**src/rtl/vga_value_display.sv**
```systemverilog
// 640x480@60 VGA block that draws the 5-bit input as two seven-segment decimal digits.
// Syncs and colour are registered one clk after the timing counters.
module vga_value_display #(
   parameter int H_VIS   = 640,
   parameter int H_FP    = 16,
   parameter int H_SYNC  = 96,
   parameter int H_BP    = 48,
   parameter int V_VIS   = 480,
   parameter int V_FP    = 10,
   parameter int V_SYNC  = 2,
   parameter int V_BP    = 33,
   parameter int CLK_DIV = 4,
   parameter int TENS_X  = 256,
   parameter int UNITS_X = 336,
   parameter int BOX_Y   = 176
) (
   input  logic       clk,
   input  logic       rst,
   input  logic [4:0] value,
   output logic       HSync,
   output logic       VSync,
   output logic [2:0] rgb
);

   localparam int H_TOT = H_VIS + H_FP + H_SYNC + H_BP;
   localparam int V_TOT = V_VIS + V_FP + V_SYNC + V_BP;
   localparam int HW    = $clog2(H_TOT);
   localparam int VW    = $clog2(V_TOT);
   localparam int DIG_W = 64;
   localparam int DIG_H = 128;

   localparam logic [1:0]    PRESC_LAST = 2'(CLK_DIV - 1);
   localparam logic [HW-1:0] H_LAST     = HW'(H_TOT - 1);
   localparam logic [VW-1:0] V_LAST     = VW'(V_TOT - 1);
   localparam logic [HW-1:0] H_VIS_END  = HW'(H_VIS);
   localparam logic [VW-1:0] V_VIS_END  = VW'(V_VIS);
   localparam logic [HW-1:0] HS_BEG     = HW'(H_VIS + H_FP);
   localparam logic [HW-1:0] HS_END     = HW'(H_VIS + H_FP + H_SYNC - 1);
   localparam logic [VW-1:0] VS_BEG     = VW'(V_VIS + V_FP);
   localparam logic [VW-1:0] VS_END     = VW'(V_VIS + V_FP + V_SYNC - 1);
   localparam logic [HW-1:0] TX_BEG     = HW'(TENS_X);
   localparam logic [HW-1:0] TX_END     = HW'(TENS_X + DIG_W - 1);
   localparam logic [HW-1:0] UX_BEG     = HW'(UNITS_X);
   localparam logic [HW-1:0] UX_END     = HW'(UNITS_X + DIG_W - 1);
   localparam logic [VW-1:0] BY_BEG     = VW'(BOX_Y);
   localparam logic [VW-1:0] BY_END     = VW'(BOX_Y + DIG_H - 1);

   logic [1:0]    presc;
   logic          pix_tick;
   logic [HW-1:0] h_cnt;
   logic [VW-1:0] v_cnt;
   logic          h_last;
   logic          v_last;
   logic [4:0]    val_q;
   logic [3:0]    tens;
   logic [3:0]    units;
   logic [6:0]    pat_tens;
   logic [6:0]    pat_units;
   logic [5:0]    dx_tens;
   logic [5:0]    dx_units;
   logic [6:0]    dy;
   logic          in_row;
   logic          in_tens;
   logic          in_units;
   logic          visible;
   logic          lit;
   logic          hs_act;
   logic          vs_act;

   function automatic logic [6:0] seg_pattern(input logic [3:0] d);
      logic [6:0] p;
      case (d)
         4'd0:    p = 7'b1111110;
         4'd1:    p = 7'b0110000;
         4'd2:    p = 7'b1101101;
         4'd3:    p = 7'b1111001;
         4'd4:    p = 7'b0110011;
         4'd5:    p = 7'b1011011;
         4'd6:    p = 7'b1011111;
         4'd7:    p = 7'b1110000;
         4'd8:    p = 7'b1111111;
         4'd9:    p = 7'b1111011;
         default: p = 7'b0000000;
      endcase
      return p;
   endfunction

   // pat is {a,b,c,d,e,f,g}; dx/dy are local to a 64x128 digit box
   function automatic logic seg_hit(input logic [6:0] pat, input logic [5:0] dx,
                                    input logic [6:0] dy);
      logic mid_x;
      logic left_x;
      logic right_x;
      logic upper;
      logic lower;
      mid_x   = (dx >= 6'd8) && (dx <= 6'd55);
      left_x  = (dx <= 6'd7);
      right_x = (dx >= 6'd56);
      upper   = (dy >= 7'd8) && (dy <= 7'd63);
      lower   = (dy >= 7'd64) && (dy <= 7'd119);
      return (pat[6] & mid_x & (dy <= 7'd7))
           | (pat[5] & right_x & upper)
           | (pat[4] & right_x & lower)
           | (pat[3] & mid_x & (dy >= 7'd120))
           | (pat[2] & left_x & lower)
           | (pat[1] & left_x & upper)
           | (pat[0] & mid_x & (dy >= 7'd60) & (dy <= 7'd67));
   endfunction

   assign pix_tick = (presc == PRESC_LAST);
   assign h_last   = (h_cnt == H_LAST);
   assign v_last   = (v_cnt == V_LAST);

   always_ff @(posedge clk) begin
      if (rst) begin
         presc <= 2'd0;
         h_cnt <= '0;
         v_cnt <= '0;
         val_q <= 5'd0;
      end else begin
         presc <= pix_tick ? 2'd0 : presc + 2'd1;
         if (pix_tick) begin
            if (h_last) begin
               h_cnt <= '0;
               v_cnt <= v_last ? '0 : v_cnt + VW'(1);
               // frame start: the displayed value only changes between frames
               if (v_last) val_q <= value;
            end else begin
               h_cnt <= h_cnt + HW'(1);
            end
         end
      end
   end

   always_comb begin
      if (val_q >= 5'd30) begin
         tens  = 4'd3;
         units = 4'(val_q - 5'd30);
      end else if (val_q >= 5'd20) begin
         tens  = 4'd2;
         units = 4'(val_q - 5'd20);
      end else if (val_q >= 5'd10) begin
         tens  = 4'd1;
         units = 4'(val_q - 5'd10);
      end else begin
         tens  = 4'd0;
         units = 4'(val_q);
      end
   end

   assign pat_tens  = seg_pattern(tens);
   assign pat_units = seg_pattern(units);
   assign dx_tens   = 6'(h_cnt - TX_BEG);
   assign dx_units  = 6'(h_cnt - UX_BEG);
   assign dy        = 7'(v_cnt - BY_BEG);
   assign in_row    = (v_cnt >= BY_BEG) && (v_cnt <= BY_END);
   assign in_tens   = (h_cnt >= TX_BEG) && (h_cnt <= TX_END);
   assign in_units  = (h_cnt >= UX_BEG) && (h_cnt <= UX_END);
   assign visible   = (h_cnt < H_VIS_END) && (v_cnt < V_VIS_END);
   assign hs_act    = (h_cnt >= HS_BEG) && (h_cnt <= HS_END);
   assign vs_act    = (v_cnt >= VS_BEG) && (v_cnt <= VS_END);
   assign lit       = in_row && ((in_tens && seg_hit(pat_tens, dx_tens, dy)) ||
                                 (in_units && seg_hit(pat_units, dx_units, dy)));

   always_ff @(posedge clk) begin
      if (rst) begin
         HSync <= 1'b1;
         VSync <= 1'b1;
         rgb   <= 3'b000;
      end else begin
         HSync <= ~hs_act;
         VSync <= ~vs_act;
         if (!visible)  rgb <= 3'b000;
         else if (lit)  rgb <= 3'b111;
         else           rgb <= 3'b001;
      end
   end

endmodule

```
**config.mk**
```make
export PLATFORM = sky130hd
export DESIGN_NAME = vga_value_display
export DESIGN_NICKNAME = d
export VERILOG_FILES = /design/src/rtl/vga_value_display.sv
export SDC_FILE = /design/constraint.sdc
export NUM_CORES = 1
export LEC_CHECK = 0
export BUFFER_PORTS_ARGS = -buffer_cell sky130_fd_sc_hd__buf_2
export CELL_PAD_IN_SITES_DETAIL_PLACEMENT = 1
export CELL_PAD_IN_SITES_GLOBAL_PLACEMENT = 2
export CORE_MARGIN = 10
export CORE_UTILIZATION = 28
export DETAILED_ROUTE_END_ITERATION = 8
export GPL_ROUTABILITY_DRIVEN = 0
export PLACE_DENSITY_LB_ADDON = 0.05
export SYNTH_ARGS = -nofsm -noshare
export SYNTH_HDL_FRONTEND = slang
export SYNTH_SLANG_ARGS = --single-unit
```
**constraint.sdc**
```tcl
create_clock -name clk -period 3.05 [get_ports clk]
set_input_delay 0.305 -clock clk [delete_from_list [all_inputs] [get_ports clk]]
set_output_delay 0.305 -clock clk [all_outputs]
set_load 0.05 [all_outputs]
```
# == Word-level counts from Yosys, hierarchy flattened ==
# Memories as Yosys holds them, arrays and structs flattened.
# Index checks and enable logic that the tools add are counted.
# word_totals
ff_bits,32
mem_bits_ro,224
input_bits,7
output_inout_bits,5
word_cells,124
mem_count,2
# classes
n_addsub,9
order_cmp,31
n_eq_ne,3
muxes,9
bitwise,45
reduce_logical,18
# mem_list
name,words,word_bits,read_ports,rd_clocked_by_memory_dff,write_ports,line_no,rtl
(name not given),16,7,1,0,0,72,case (d)
(name not given),16,7,1,0,0,72,
# ops
operator,n
$le A10 B9 Y1 const B,4
$and A1 B1 Y1,30
$ge A10 B9 Y1 const B,3
$add A10 B1 Y10 const B,2
$eq A10 B10 Y1 const B,2
$mux W10,2
$ge A7 B7 Y1 const B,2
$le A7 B7 Y1 const B,2
$logic_and A1 B1 Y1,13
$ge A6 B4 Y1 const B,2
$ge A6 B6 Y1 const B,2
$le A6 B3 Y1 const B,2
$le A6 B6 Y1 const B,2
$mux W4,3
$or A1 B1 Y1,12
$ge A10 B10 Y1 const B,1
$ge A10 B8 Y1 const B,1
$ge A5 B5 Y1 const B,2
$le A10 B10 Y1 const B,1
$lt A10 B10 Y1 const B,1
$lt A10 B9 Y1 const B,1
$sub A4 B4 Y4 const B,2
$ge A7 B4 Y1 const B,1
$ge A7 B6 Y1 const B,1
other kinds (17),21

# == Logic depth before layout (Yosys ltp) ==
# An unclocked memory read counts as a cell.
# logic_depth
word_depth,17
depth_mapped,13
ltp_nobuf,13

# == Worst setup path after synthesis ==
# Ideal clock, no wire load.
# synth_timing
path_type,register to register
startpoint,register val_q[1]
endpoint,register rgb[1]
setup_ps,121
arrival_time_ps,2749
required_ps,2929
slack_ps,180
path_stages_with_launch,12
period_less_slack_ps,2870
cell_sequence,dfxtp_1 > inv_1 > ha_1 > a21boi_2 > o2bb2ai_1 > xnor2_2 > inv_1 > ha_1 > o311a_1 > a221o_1 > a221oi_2 > o21ai_1
# synth_between
elab_chain_len,17
word_cells_on_any_way,61
cone_classes,add/sub: 3; order compare: 3; mux: 7; bitwise: 42; reduce/logical: 4; memory: 2
# synth_rtl
item,line_no,rtl
start: declaration,54,logic [4:0] val_q;
start signal: assignment,127,if (v_last) val_q <= value;
$sub A4 B4 Y4 or $ge A5 B4 Y1 (tied branches),"144, 142",
$mux W4 or $mux W1 (tied branches),142,end else if (val_q >= 5'd10) begin
$mux W4 or $mux W2 (tied branches),139,end else if (val_q >= 5'd20) begin
$mux W4 or $mux W2 (tied branches),136,if (val_q >= 5'd30) begin
$mem_v2 Z16 W7,--,
"$and A1 B1 Y1, on equally long branches (2 in a row)","101, 102",
$or A1 B1 Y1,102,| (pat[5] & right_x & upper)
$or A1 B1 Y1,103,| (pat[4] & right_x & lower)
$or A1 B1 Y1,104,| (pat[3] & mid_x & (dy >= 7'd120))
$or A1 B1 Y1,105,| (pat[2] & left_x & lower)
$or A1 B1 Y1,106,| (pat[1] & left_x & upper)
$or A1 B1 Y1,107,| (pat[0] & mid_x & (dy >= 7'd60) & (dy <= 7'd67));
"$logic_and A1 B1 Y1, on equally long branches","163, 162",
$logic_or A1 B1 Y1 (*),162,"assign lit = in_row && ((in_tens && seg_hit(pat_tens, dx_tens, dy)) ||"
$logic_and A1 B1 Y1 (*),162,
$mux W3 (*),174,else if (lit) rgb <= 3'b111;
end signal: assignment,173,if (!visible) rgb <= 3'b000;
end signal: assignment,174,
end signal: assignment,175,else rgb <= 3'b001;
end: declaration,22,output logic [2:0] rgb
# Mark *: on every way between the ends. The rest lies on a longest branch, timed or not.
# A chain may end at the register's enable or synchronous reset.

# == Worst setup path in the final report ==
# Same ends and word-level chain as after synthesis.

==> impl_metrics.yaml <==
placement:
  io_buffers: 11
  dp.cells: 407
  dpl_cell_area_um2: 2590
  dpl.hpwl_um: 4970
layout:
  area_growth_syn_to_layout_pct: 14.0
  multi_input_area_um2: 1640
  stdcell_count: 415
  antenna_cells: 0
  register_area_um2: 622
  post-route-util_pct: 32.8
  drive_above_1_share_pct: 15.2
  fillers: 999
  final_net_count: 339
  stdcell_area_um2: 2710
sta:
  slew_viol_final: 0
  fmax_mhz: 354
  skew_ns: 0.00392
  max_slew_margin_pct: 60.3
  hold_viol: 0
  finalSetupTns_ns: 0
  finalCriticalPeriod_ns: 2.82
  setup_viol: 0
  rsz0062_at_grt: "no"
  finalCritPeriodShare_pct: 92.5
  worstMarginPinSlew_ns: 0.593
yosys:
  synth_nets: 323
  ys_types: 67
  ys_top_cells_by_area: "dfxtp_1 (26%), ha_1 (12%), nor2_1 (6.2%)"
  async_flop_share_pct: 0
  seq_area_frac_synth_pct: 26.1
  yosysMostFrequentCell: "nor2_1"
  dominantRegCellSynth: "dfxtp_1"
  yosys.area.top_type_share_pct: 26.1
  ys_ff_latch: 31
  synth_area_um2: 2380
  ys_warn_count: 0
  netlist_top_cells_count: "nor2_1 (39), dfxtp_1 (31), nand2_1 (25)"
  avgSynthCellArea_um2: 8.12
  synth_largest_area_cell: "dfxtp_1"
  synth_edf_count: 0
  syn_inst: 293
global_routing:
  grt_max_degree: 16
  grt_pass1_vias: 2156
  grt_pass1_wl_um: 11300
  grt_usage_pct: 10.7
  overflow: 0
  antenna_found_initial: 0
worst_setup_path:
  cp.required_ns: 3.22
  end_kind: "flip-flop"
  critPathKind: "reg2reg"
  critical_path_arrival_ns: 2.99
  worstPathMaxFanout: 3
  critPathLaunchType: "flip-flop"
detailed_routing:
  drc_errors: 0
  drt_wl_total_um: 6510
  antenna_left: 0
  dr.pass1.iters: 4
  drtIter0Drc: 75
  wl_per_cell_um: 15.7
  via_count: 2069
  avgViaCountPerCell: 4.99
power_and_ir_drop:
  p_int_uw: 686
  power_frac_clock_pct: 49.4
  power_uw: 874
  switching_share_pct: 21.6
  leakage_uw: 0.00105
  seqPwrFrac_pct: 47.3
  ir_drop_mv: 0.127
  power_density_nw_per_um2: 322
  p_sw_uw: 188
  p_comb_share_pct: 3.3
floorplanning:
  rows: 33
  start_util_pct: 28.8
  dieHeight_um: 112
  io_pins: 12
  die_width_um: 112
  die_area_um2: 12600
  core-area_um2: 8260
job:
  drv_cap: 0
clocking:
  cts_hold_buffers: 0
  clockBufferDepth: 2
  path_clk_slew_ns: 0.07
  cts-buffers-inserted: 5
  clock_latency_ns: 0.28
  tritoncts: "yes"
  htreeDepth: 2
  clockRootBuffer: "clkbuf_8"
  cts_resized: 0
  clock_sinks: 31
  post_cts_buffers: 0
hold_path:
  min_path_type: "in2reg"
status:
  status: "finished, final reports clean"
## state kept, by name (all words and copies together) (netlist names)
register	count
v_cnt	10
HSync	1
rgb	2
VSync	1
val_q	5
presc	2
h_cnt	10
## power groups by stage
stage                     Combinational [µW]  Clock, µW  Sequential, µW
after floorplan                         16.4          0             424
after global placement                  29.8          0             423
after detailed placement                29.8          0             423
after CTS                               30.0        453             413
after global routing                    34.2        469             414
final                                   28.9        432             413
## logic make-up after synthesis
kind of cell / share of synthesized area [%]
adder cells (fa/ha/maj): 12.1
buffers and inverters: 5.37
AND/OR/NAND/NOR: 28.2
XOR/XNOR: 6.94
AO/OA/AOI/OAI: 17.4
multiplexers: 3.89
flip-flops: 26.1
## worst max-delay path, cell delays in order (launching register included)
cell and delay (ns):
dfxtp_1 0.33, inv_1 0.14, ha_1 0.18, nand2b_2 0.08, a21boi_1 0.22, o2bb2ai_2 0.16
xnor2_2 0.14, inv_1 0.08, ha_1 0.32, o311a_1 0.36, a221o_1 0.37, a221oi_2 0.24
o21ai_1 0.09
## metrics by stage
stage                     hold WS, ns  worst slack, ns
after floorplan                 0.381            0.180
after global placement          0.423            0.211
after detailed placement        0.428            0.119
after CTS                       0.255           0.0929
after global routing            0.250         0.000225
final                           0.261            0.228
## path summary, 6_finish.rpt
path	startpoint	endpoint	slack, ns	cells past startpoint
max	val_q[1]$_SDFFE_PP0P_	rgb[1]$_SDFF_PP0_	0.23	12
min	value[4]	val_q[4]$_SDFFE_PP0P_	0.26	3
max reg2reg	val_q[1]$_SDFFE_PP0P_	rgb[1]$_SDFF_PP0_	0.23	12
min reg2reg	presc[0]$_SDFF_PP0_	presc[0]$_SDFF_PP0_	0.43	1
## routing by layer
metal / up-vias / part of all wire, % / track usage, %
li1: 1065 / - / -
met1: 981 / 53 / 14.9
met2: 17 / 44 / 16.3
met3: 6 / 1.7 / 1.44
met4: 0 / 1.4 / 3.89
met5: - / 0 / 0
## final cells by class
| cell class | count | share of cell area (%) |
|---|---|---|
| multi-input cells | 231 | 60.3 |
| flip-flops and latches | 31 | 22.9 |
| repair buffers | 22 | 5.07 |
| well taps | 105 | 4.84 |
| clock buffers | 6 | 3.04 |
| inverters | 18 | 2.49 |
| clock inverters | 2 | 1.29 |
## layout by cell type (no fill, tap or decap), types with 3 or more instances in the layout
cell and n:
nand2b_1 5, o21ai_0 7, ha_1 23, a31oi_1 3
nor3_1 3, mux2i_1 7, buf_4 11, nand2_1 25
buf_2 11, a21oi_1 14, inv_1 18, nand4_1 7
nor3b_1 3, xor2_1 7, nand3_1 16, clkbuf_8 6
nor2_1 39, xnor2_1 10, a32oi_1 4, and3_1 7
dfxtp_1 30
(Power assumes the default switching activity.)
